File: src/rtl/mtimer_responder.sv
// Machine timer responder: owns 64-bit mtime/mtimecmp on the data bus and
// drives the registered machine timer interrupt pending line.
module mtimer_responder #(
  parameter int unsigned TICK_DIV = 1
) (
  input  logic        clk,
  input  logic        rst,
  input  logic        req_valid_i,
  input  logic        req_we_i,
  input  logic [31:0] req_addr_i,
  input  logic [31:0] req_wdata_i,
  output logic        req_ready_o,
  output logic        resp_valid_o,
  output logic [31:0] resp_rdata_o,
  output logic        resp_err_o,
  output logic        mtip_o
);

  typedef enum logic {
    IDLE,
    RESP
  } state_t;

  localparam logic [15:0] DIV_LAST = 16'(TICK_DIV - 1);

  state_t      state;
  state_t      state_next;
  logic [63:0] mtime;
  logic [63:0] mtimecmp;
  logic [15:0] div_cnt;
  logic [31:0] rdata;
  logic        err;
  logic        mtip;

  logic        accept;
  logic        hit;
  logic [31:0] sel_word;
  logic        wr_time_lo;
  logic        wr_time_hi;
  logic        wr_cmp_lo;
  logic        wr_cmp_hi;
  logic        tick;

  always_ff @(posedge clk) begin
    if (rst) state <= IDLE;
    else     state <= state_next;
  end

  always_comb begin
    state_next   = state;
    req_ready_o  = 1'b0;
    resp_valid_o = 1'b0;
    case (state)
      IDLE: begin
        req_ready_o = 1'b1;
        if (req_valid_i) state_next = RESP;
      end
      RESP: begin
        resp_valid_o = 1'b1;
        state_next   = IDLE;
      end
      default: state_next = IDLE;
    endcase
  end

  assign accept = req_valid_i && req_ready_o;

  // Exact word addresses only, so any misaligned address falls into the miss path.
  always_comb begin
    hit      = 1'b1;
    sel_word = '0;
    case (req_addr_i)
      32'h0000_8004: sel_word = mtime[31:0];
      32'h0000_8008: sel_word = mtime[63:32];
      32'h0000_800C: sel_word = mtimecmp[31:0];
      32'h0000_8010: sel_word = mtimecmp[63:32];
      default:       hit      = 1'b0;
    endcase
  end

  assign wr_time_lo = accept && req_we_i && (req_addr_i == 32'h0000_8004);
  assign wr_time_hi = accept && req_we_i && (req_addr_i == 32'h0000_8008);
  assign wr_cmp_lo  = accept && req_we_i && (req_addr_i == 32'h0000_800C);
  assign wr_cmp_hi  = accept && req_we_i && (req_addr_i == 32'h0000_8010);
  assign tick       = (div_cnt == DIV_LAST);

  always_ff @(posedge clk) begin
    if (rst)       div_cnt <= '0;
    else if (tick) div_cnt <= '0;
    else           div_cnt <= div_cnt + 16'd1;
  end

  // A store to either half of mtime swallows the whole increment for that cycle.
  always_ff @(posedge clk) begin
    if (rst) begin
      mtime <= '0;
    end else if (wr_time_lo || wr_time_hi) begin
      if (wr_time_lo) mtime[31:0]  <= req_wdata_i;
      if (wr_time_hi) mtime[63:32] <= req_wdata_i;
    end else if (tick) begin
      mtime <= mtime + 64'd1;
    end
  end

  always_ff @(posedge clk) begin
    if (rst) begin
      mtimecmp <= '1;
    end else begin
      if (wr_cmp_lo) mtimecmp[31:0]  <= req_wdata_i;
      if (wr_cmp_hi) mtimecmp[63:32] <= req_wdata_i;
    end
  end

  always_ff @(posedge clk) begin
    if (rst) begin
      rdata <= '0;
      err   <= 1'b0;
    end else if (accept) begin
      rdata <= (hit && !req_we_i) ? sel_word : 32'd0;
      err   <= !hit;
    end
  end

  always_ff @(posedge clk) begin
    if (rst) mtip <= 1'b0;
    else     mtip <= (mtime >= mtimecmp);
  end

  assign resp_rdata_o = resp_valid_o ? rdata : 32'd0;
  assign resp_err_o   = resp_valid_o && err;
  assign mtip_o       = mtip;

endmodule

File: config.mk
export PLATFORM = sky130hd
export DESIGN_NAME = mtimer_responder
export DESIGN_NICKNAME = d
export VERILOG_FILES = /design/src/rtl/mtimer_responder.sv
export SDC_FILE = /design/constraint.sdc
export NUM_CORES = 1
export LEC_CHECK = 0
export CAP_MARGIN = 0
export CORE_AREA = 5 5 155 157
export CTS_CLUSTER_DIAMETER = 150
export DETAILED_ROUTE_END_ITERATION = 8
export DIE_AREA = 0 0 160 162
export PLACE_DENSITY = 0.75
export SLEW_MARGIN = 15
export SYNTH_ARGS = -nofsm -noshare
export SYNTH_HDL_FRONTEND = slang
export SYNTH_SLANG_ARGS = --single-unit
File: constraint.sdc
create_clock -name clk -period 2.9 [get_ports clk]
set_input_delay 0.29 -clock clk [delete_from_list [all_inputs] [get_ports clk]]
set_output_delay 0.29 -clock clk [all_outputs]
set_load 0.01 [all_outputs]
After elaboration in Yosys (flattened, before gate mapping)
Cells that the tools add are included.
{ "op_classes": {"muxes": 12, "reduce_logical": 17, "bitwise": 1, "order_cmp": 1, "n_eq_ne": 6, "n_addsub": 2} }
{ "op_table": {"columns": ["cell", "count"], "rows": [
  ["$eq A32 B16 Y1 const B", 4],
  ["$mux W32", 4],
  ["$mux W64", 2],
  ["$pmux W32 S4", 1],
  ["$add A64 B1 Y64 const B", 1],
  ["$ge A64 B64 Y1", 1],
  ["$add A16 B1 Y16 const B", 1],
  ["$logic_not A16 Y1", 1],
  ["$logic_and A1 B1 Y1", 8],
  ["$mux W1", 4],
  ["$ne A2 B2 Y1 const B", 2],
  ["$reduce_and A2 Y1", 2],
  ["$reduce_or A4 Y1", 1],
  ["$logic_not A1 Y1", 2],
  ["$pmux W1 S2", 1],
  ["$reduce_bool A2 Y1", 1],
  ["$reduce_or A2 Y1", 1],
  ["$logic_or A1 B1 Y1", 1],
  ["$not A1 Y1", 1]
]} }
{ "totals": {"regBits": 179, "output_inout_bits": 36, "inputBits": 68} }

Depth between registers and ports, before layout
Gate-level depths: netlist of the first run.
{ "logic_depth": {"depth_word": 7, "mapped_depth": 10, "ltp_nobuf": 8} }

Worst setup path after synthesis of the first run
OpenSTA, ideal clock, no wires.
{ "synth_path": {"path_type": "flip-flop to flip-flop", "from": "register mtime[0]", "to": "register mtime[60]", "t_required_ps": 2783, "arrival_ps": 2245, "stages_incl_launch_ff": 8, "path_slack_ps": 538, "path_buffers": 0, "synth_period_minus_slack_ps": 2362, "path_cell_list": "dfxtp_1 ha_1 nand3_1 nor4_2 and4_1 or3b_1 a21o_1 a32o_1"} }
{ "synth_via": {"elab_chain_len": 3} }
{ "synth_rtl": {"columns": ["item", "line_no", "rtl"], "rows": [
  ["start: declaration", "28", "logic [63:0] mtime;"],
  ["start signal: assignment", "98", "if (wr_time_lo) mtime[31:0] <= req_wdata_i;"],
  ["start signal: assignment", "101", "mtime <= mtime + 64'd1;"],
  ["$add A64 B1 Y64", "101", null],
  ["$mux W64", "100", "end else if (tick) begin"],
  ["$mux W64", "97", "end else if (wr_time_lo || wr_time_hi) begin"]
]} }
Every way passes these cells. The select of a mux whose other input is x is not followed.
A chain may end at the register's enable or synchronous reset.

Final worst setup path of the first run
{ "layout_path": {"from": "register mtime[0]", "to": "register mtip (netlist: mtip_o)"} }
{ "layout_via": {"elab_chain_len": 1} }
{ "layout_rtl": {"columns": ["item", "line_no", "rtl"], "rows": [
  ["$ge A64 B64 Y1", "126", "else mtip <= (mtime >= mtimecmp);"],
  ["end signal: assignment", "126", null],
  ["end: declaration", "33", "logic mtip;"]
]} }
Every way passes these cells.

==> results of run 1 <==
==> state kept, by name, indices dropped and copies added, names as in the netlist <==
| signal | flops |
|---|---|
| mtime | 64 |
| mtimecmp | 64 |
| err | 1 |
| state | 1 |
| rdata | 32 |
| div_cnt | 16 |
| mtip_o | 1 |
==> logic make-up (layout without fill, tap and decap cells) <==
group / Yosys count / count (layout) / share of synthesized area, %
adders and majority gates: 67 / 67 / 7.60
AOI/OAI and AO/OA: 381 / 381 / 25.9
muxes: 32 / 32 / 2.91
buffers and inverters: 179 / 305 / 6.65
xor gates and xnor gates: 16 / 16 / 1.27
DFF: 179 / 179 / 32.5
and+or+nand+nor: 485 / 485 / 23.1
==> where the power goes <==
part,leakage [nW],internal [W],switching [W]
logic,4.04,0.000116,0.000141
registers,1.44,0.00246,0.00000718
clock network,0.294,0.00132,0.00105
total,5.77,0.00389,0.00120
==> final cells by class <==
class	count	area [µm²]	area share (%)
clock buffers	19	453	3.38
clock inverters	12	129	0.962
inverters	89	335	2.50
multi-input cells	981	6760	50.4
flip-flops and latches	179	3580	26.8
well taps	285	357	2.66
repair buffers	185	1780	13.3
==> layer usage <==
metal	up-vias	global-route usage (%)	wire, µm
li1	5236	-	-
met1	5282	35.6	15200
met2	495	44.0	16400
met3	86	6.45	3060
met4	0	9.78	1140
met5	-	0	0
==> worst max-delay path by stage <==
| stage | start | endpoint | slack, ns | cells past startpoint |
|---|---|---|---|---|
| global route | mtime[1] | mtime[62] | 0.03 | 8 |
| floorplan | mtime[0] | mtime[60] | 0.54 | 7 |
| detailed placement | req_addr_i[1] | mtime[44] | -0.03 | 7 |
| finish | mtime[0] | mtip_o | 0.24 | 8 |
| CTS | mtime[0] | mtip_o | 0.29 | 8 |
| global placement | req_addr_i[1] | mtime[42] | 0.04 | 7 |
==> stage by stage <==
step	area, µm²	power [W]	TNS, ns	utilization [%]
floorplan	11000	0.00261	0	-
global placement	12800	0.00278	0	57.3
detailed placement	12800	0.00278	-0.247	57.3
CTS	13400	0.00511	0	59.9
global route	13400	0.00525	0	59.9
finish	13400	0.00509	0	59.9
==> critical path: cells and delay by family, from the launching register on <==
kind,cells,cell delay (ns)
compound gates,5,1.55
flops,1,0.44
fa+ha+maj,1,0.30
simple gates,1,0.14
buf+inv,1,0.09
==> placed cells by master (no fill, tap or decap), types with 6 or more instances in the layout <==
master,count
dfxtp_1,179
nand2_1,170
clkdlybuf4s50_1,102
inv_1,88
a21oi_1,79
buf_4,71
ha_1,67
a22o_1,66
nor2_1,64
nand3_1,42
and2_1,39
o211ai_1,39
nor3_1,34
a221o_1,32
mux2i_1,32
nand4_1,30
o32ai_1,30
o21ai_0,30
nor4_1,22
clkbuf_16,17
a21o_1,15
and4_1,14
o31ai_1,14
o31a_1,13
a32o_1,11
buf_12,11
and3_1,10
a211oi_1,10
xnor2_1,9
xor2_1,7
or3_1,7
a31oi_1,7
nor4_2,6
clkinv_2,6
==> run_results.csv, run 1 <==
group,metric,value,unit
outcome,run_status,"finished, final reports clean",
clock_tree,cts_resized,0,
clock_tree,post_cts_buffers,0,
worst_setup_path,cp.arrival,2.96,ns
final_layout,drive_gt1_share,9.90,%
sta,setup_viol,0,
worst_setup_path,end_kind,"flip-flop",
synth,yosysSeqAreaShare,32.5,%
floorplan,fp.dieW,160,µm
placed_design,place.gp.congestion,0.989,
global_routing,grt_pass1_wl,57.5,mm
synth,synth_most_common_cell,"dfxtp_1",
sta,final.setup.worst_slack,0.238,ns
route,viasPerCell,6.34,
final_layout,area_delta_synth_final,21.5,%
sta,clock.fmax,376,MHz
synth,synth-warning-count,0,
worst_setup_path,required,3.20,ns
floorplan,num_rows,55,
global_routing,grt-ovfl-total,0,
placed_design,pre_cts_ws,-0.0302,ns
pwr,vdd_drop_max,332,µV
synth,yosys_most_used_dff,"dfxtp_1",
pwr,p_leak,5.77,nW
synth,synth_top_cell_by_area,"dfxtp_1",
synth,synthesis.nets,1474,
sta,whs,0.472,ns
synth,syn_inst,1339,
worst_setup_path,worstPathMaxFanout,7,
worst_setup_path,r2r-end,"mtip_o",
clock_tree,cts_tree,"yes",
sta,fin_crit_sh,91.8,%
global_routing,grtUsageTotal,27.2,%
worst_setup_path,path_cells,"inv_1 > ha_1 > nand2b_1 > a2111o_1 > a221oi_1 > o41ai_1 > a21oi_1 > o21ai_0",
route,wirelength,35.8,mm
worst_setup_path,r2r_slack,0.24,ns
worst_setup_path,cp_slowest_cell,"a221oi_1",
clock_tree,clock_path_buffers,2,
final_layout,nNetsFinal,1588,
final_layout,n_antenna_cell,0,
sta,finalHoldViolCount,0,
synth,synthArstFlopShare,0,%
clock_tree,ctsHoldBuffers,0,
worst_hold_path,hold_path_startpoint,"rdata[20]",
final_layout,fin_cells,1750,
clock_tree,clk_latency,0.44,ns
worst_setup_path,rr_startpoint,"mtime[0]",
synth,ys_types,75,
floorplan,die-area,25900,µm²
route,via_count,11100,
synth,synth_area_leaders,"dfxtp_1 (33%), ha_1 (7.6%), nand2_1 (5.8%)",
sta,rsz0062_at_grt,"no",
worst_setup_path,start_kind,"flip-flop",
pwr,power_density,380,nW/µm²
sta,post-route-min-period,2.66,ns
floorplan,boundaryPins,104,
synth,syn_area_per_cell,8.23,µm²
final_layout,nFillCells,1964,
global_routing,antenna_found_initial,0,
synth,yosysTopAreaCellShare,32.5,%
route,drtAntennaViolNets,0,
worst_hold_path,hold_depth,1,
route,route.detailed.drc,0,
synth,synth_edf_count,0,
flow_run,maxCapViolCount,0,
route,drt_first_iter_violations,1088,
worst_hold_path,hp-class,"flip-flop to flip-flop",
clock_tree,cts_buffers,17,
clock_tree,path_clk_slew,0.07,ns
placed_design,portBuffers,103,
clock_tree,cts-root-buf,"clkbuf_16",
worst_setup_path,r2r_cells,8,
floorplan,core_area,22400,µm²
synth,syn_area,11000,µm²
clock_tree,cts_sinks,179,
route,firstDrtPassIters,5,
floorplan,start_util,49.3,%
worst_setup_path,worstSetupPathType,"flip-flop to flip-flop",
sta,finClkSkew,0.0111,ns
route,wl_per_cell,20.4,µm
floorplan,die_h,162,µm
synth,synth_commonest_cells,"dfxtp_1 (179), nand2_1 (170), inv_1 (88)",
sta,worst_pin_slew,1.13,ns
placed_design,dp.cells,1719,
worst_hold_path,hold_end,"rdata[20]",
global_routing,grt_max_degree,108,
worst_setup_path,max_stage_delay,0.48,ns
sta,slew_headroom,24.6,%
synth,ys_ff_latch,179,
sta,report.final.slew_viol_count,0,
placed_design,dp_hpwl,25.7,mm
clock_tree,htreeDepth,4,
global_routing,grt_pass1_vias,10600,
(Power assumes the default switching activity.)
==> run 2, diff against run 1 <==
CORE_AREA = 2 2 152 154   (was 5 5 155 157)
DIE_AREA = 0 0 154 156   (was 0 0 160 162)
PLACE_DENSITY = 0.7   (was 0.75)
SKIP_CTS_REPAIR_TIMING = 1   (was not set)
==> run 2 against run 1 <==
Effect of this change: cell count rose by 0.29%; via count barely moved; sequential cell count did not move; highest routed layer unchanged.
==> run_results.csv, run 2 (synthesis gave the netlist of run 1 again) <==
group,metric,value,unit
clock_tree,cts_tree,"yes",
placed_design,place.gp.congestion,0.993,
clock_tree,cts_sinks,179,
route,firstDrtPassIters,5,
pwr,power_frac_comb,5.3,%
final_layout,top_regs,"mtime: 64 flops, mtimecmp: 64 flops, rdata: 32 flops",
clock_tree,clock_path_buffers,2,
global_routing,met2_usage,49.1,%
clock_tree,cts_buffers,17,
global_routing,grt_pass1_wl,57.0,mm
pwr,p_leak,5.78,nW
sta,finalHoldViolCount,0,
pwr,swShare,22.9,%
sta,final.setup.worst_slack,0.275,ns
worst_setup_path,startpoint,"mtime[10]",
flow_run,maxCapViolCount,0,
worst_setup_path,rr_startpoint,"mtime[10]",
final_layout,drive_gt1_share,10.0,%
pwr,power_density,372,nW/µm²
worst_setup_path,worstPathMaxFanout,17,
clock_tree,cts-root-buf,"clkbuf_16",
floorplan,num_rows,55,
route,wirelength,35.6,mm
worst_setup_path,worstSetupPathType,"flip-flop to flip-flop",
sta,rsz0062_at_grt,"no",
floorplan,core_area,22400,µm²
floorplan,boundaryPins,104,
route,drt_first_iter_violations,1134,
final_layout,postLayoutCellArea,13400,µm²
global_routing,grt_pass1_vias,10400,
placed_design,portBuffers,103,
global_routing,grtUsageTotal,29.7,%
sta,report.final.slew_viol_count,0,
global_routing,busiest_layer,"met2",
sta,whs,0.261,ns
floorplan,start_util,49.3,%
floorplan,fp.dieW,154,µm
sta,slew_headroom,20.7,%
final_layout,area_delta_synth_final,21.9,%
global_routing,grt_max_degree,65,
global_routing,grtUsageMet1,40.0,%
pwr,vdd_drop_max,346,µV
clock_tree,path_clk_slew,0.07,ns
sta,finClkSkew,0.00794,ns
sta,post-route-min-period,2.62,ns
floorplan,die-area,24000,µm²
final_layout,nNetsFinal,1592,
pwr,netSwitchingPower,0.00115,W
global_routing,gr-usage-met3,3.86,%
pwr,clkPwrFrac,45.3,%
sta,worst_pin_slew,1.19,ns
sta,clock.fmax,381,MHz
final_layout,nFillCells,2046,
route,wl_per_cell,20.3,µm
final_layout,final_cell_mix,"dfxtp_1 (179), nand2_1 (170), clkdlybuf4s50_1 (102)",
worst_hold_path,hold_path_startpoint,"rst",
route,via_count,11100,
worst_setup_path,cp.arrival,2.96,ns
global_routing,grt-ovfl-total,0,
route,route.detailed.drc,0,
route,viasPerCell,6.32,
pwr,p_int,0.00385,W
worst_hold_path,hp-class,"input port to flip-flop",
floorplan,die_h,156,µm
global_routing,antenna_found_initial,0,
worst_setup_path,start_kind,"flip-flop",
placed_design,placed_cell_area,12900,µm²
sta,fin_crit_sh,90.5,%
clock_tree,clk_latency,0.43,ns
worst_setup_path,required,3.23,ns
worst_setup_path,end_kind,"flip-flop",
pwr,total_power,0.00500,W
placed_design,dp_hpwl,25.4,mm
sta,setup_viol,0,
worst_setup_path,r2r_slack,0.28,ns
pwr,pwr-share-seq,49.4,%
route,drtAntennaViolNets,0,
outcome,run_status,"finished, final reports clean",
final_layout,final_common_cell,"dfxtp_1",
clock_tree,htreeDepth,4,
placed_design,pre_cts_ws,-0.0620,ns
run 2: cell count changes in the layout (fill, tap and decap cells not counted), moves of 2 or more:
cell / before / now
clkinvlp_4: 0 / 2
clkbuf_8: 2 / 4
buf_12: 11 / 13
inv_6: 4 / 0
clkbuf_1: 0 / 2
buf_4: 71 / 73
clkinv_2: 6 / 4
run 2: final timing paths:
kind,endpoint,cells past startpoint
min reg2reg,rdata[8],1
min,mtime[48],2
max reg2reg,mtime[25],8
max,mtime[25],8
run 2: per-stage QoR:
step | util [%] | std cells | TNS [ns]
2_1_floorplan | - | 1339 | 0
3_3_place_gp | 57.5 | 1723 | 0
3_5_place_dp | 57.5 | 1723 | -0.563
4_1_cts | 60.1 | 1754 | 0
5_1_grt | 60.1 | 1754 | 0
6_report | 60.1 | 1755 | 0
run 2: worst max-delay path, cell delays in order (launching register included):
cell and delay, ns:
dfxtp_1 0.43, nand3_1 0.16, buf_4 0.18, nor4_2 0.25, buf_4 0.27, and2_0 0.48, nand3_1 0.22, o31a_1 0.28
o32ai_1 0.25
run 2: cell type report:
cell class | instances | area [µm²] | share of cell area [%]
diodes | 1 | 2.50 | 0.0186
repair buffers | 189 | 1830 | 13.7
clock buffers | 23 | 488 | 3.63
well taps | 285 | 357 | 2.65
inverters | 89 | 335 | 2.50
multi-input cells | 981 | 6760 | 50.3
clock inverters | 8 | 77.6 | 0.577
flip-flops and latches | 179 | 3580 | 26.7
run 2: layer usage:
metal	up-vias	wire [µm]
li1	5253	-
met1	5339	15800
met2	452	16300
met3	54	2460
met4	0	962
met5	-	0
run 2: power by group through the flow:
| stage | registers (W) | clock network [W] | logic [W] |
|---|---|---|---|
| detailed placement | 0.00253 | 0 | 0.000262 |
| finish | 0.00247 | 0.00226 | 0.000264 |
| floorplan | 0.00252 | 0 | 0.0000818 |
| global placement | 0.00253 | 0 | 0.000260 |
| global route | 0.00247 | 0.00238 | 0.000279 |
| CTS | 0.00247 | 0.00229 | 0.000263 |
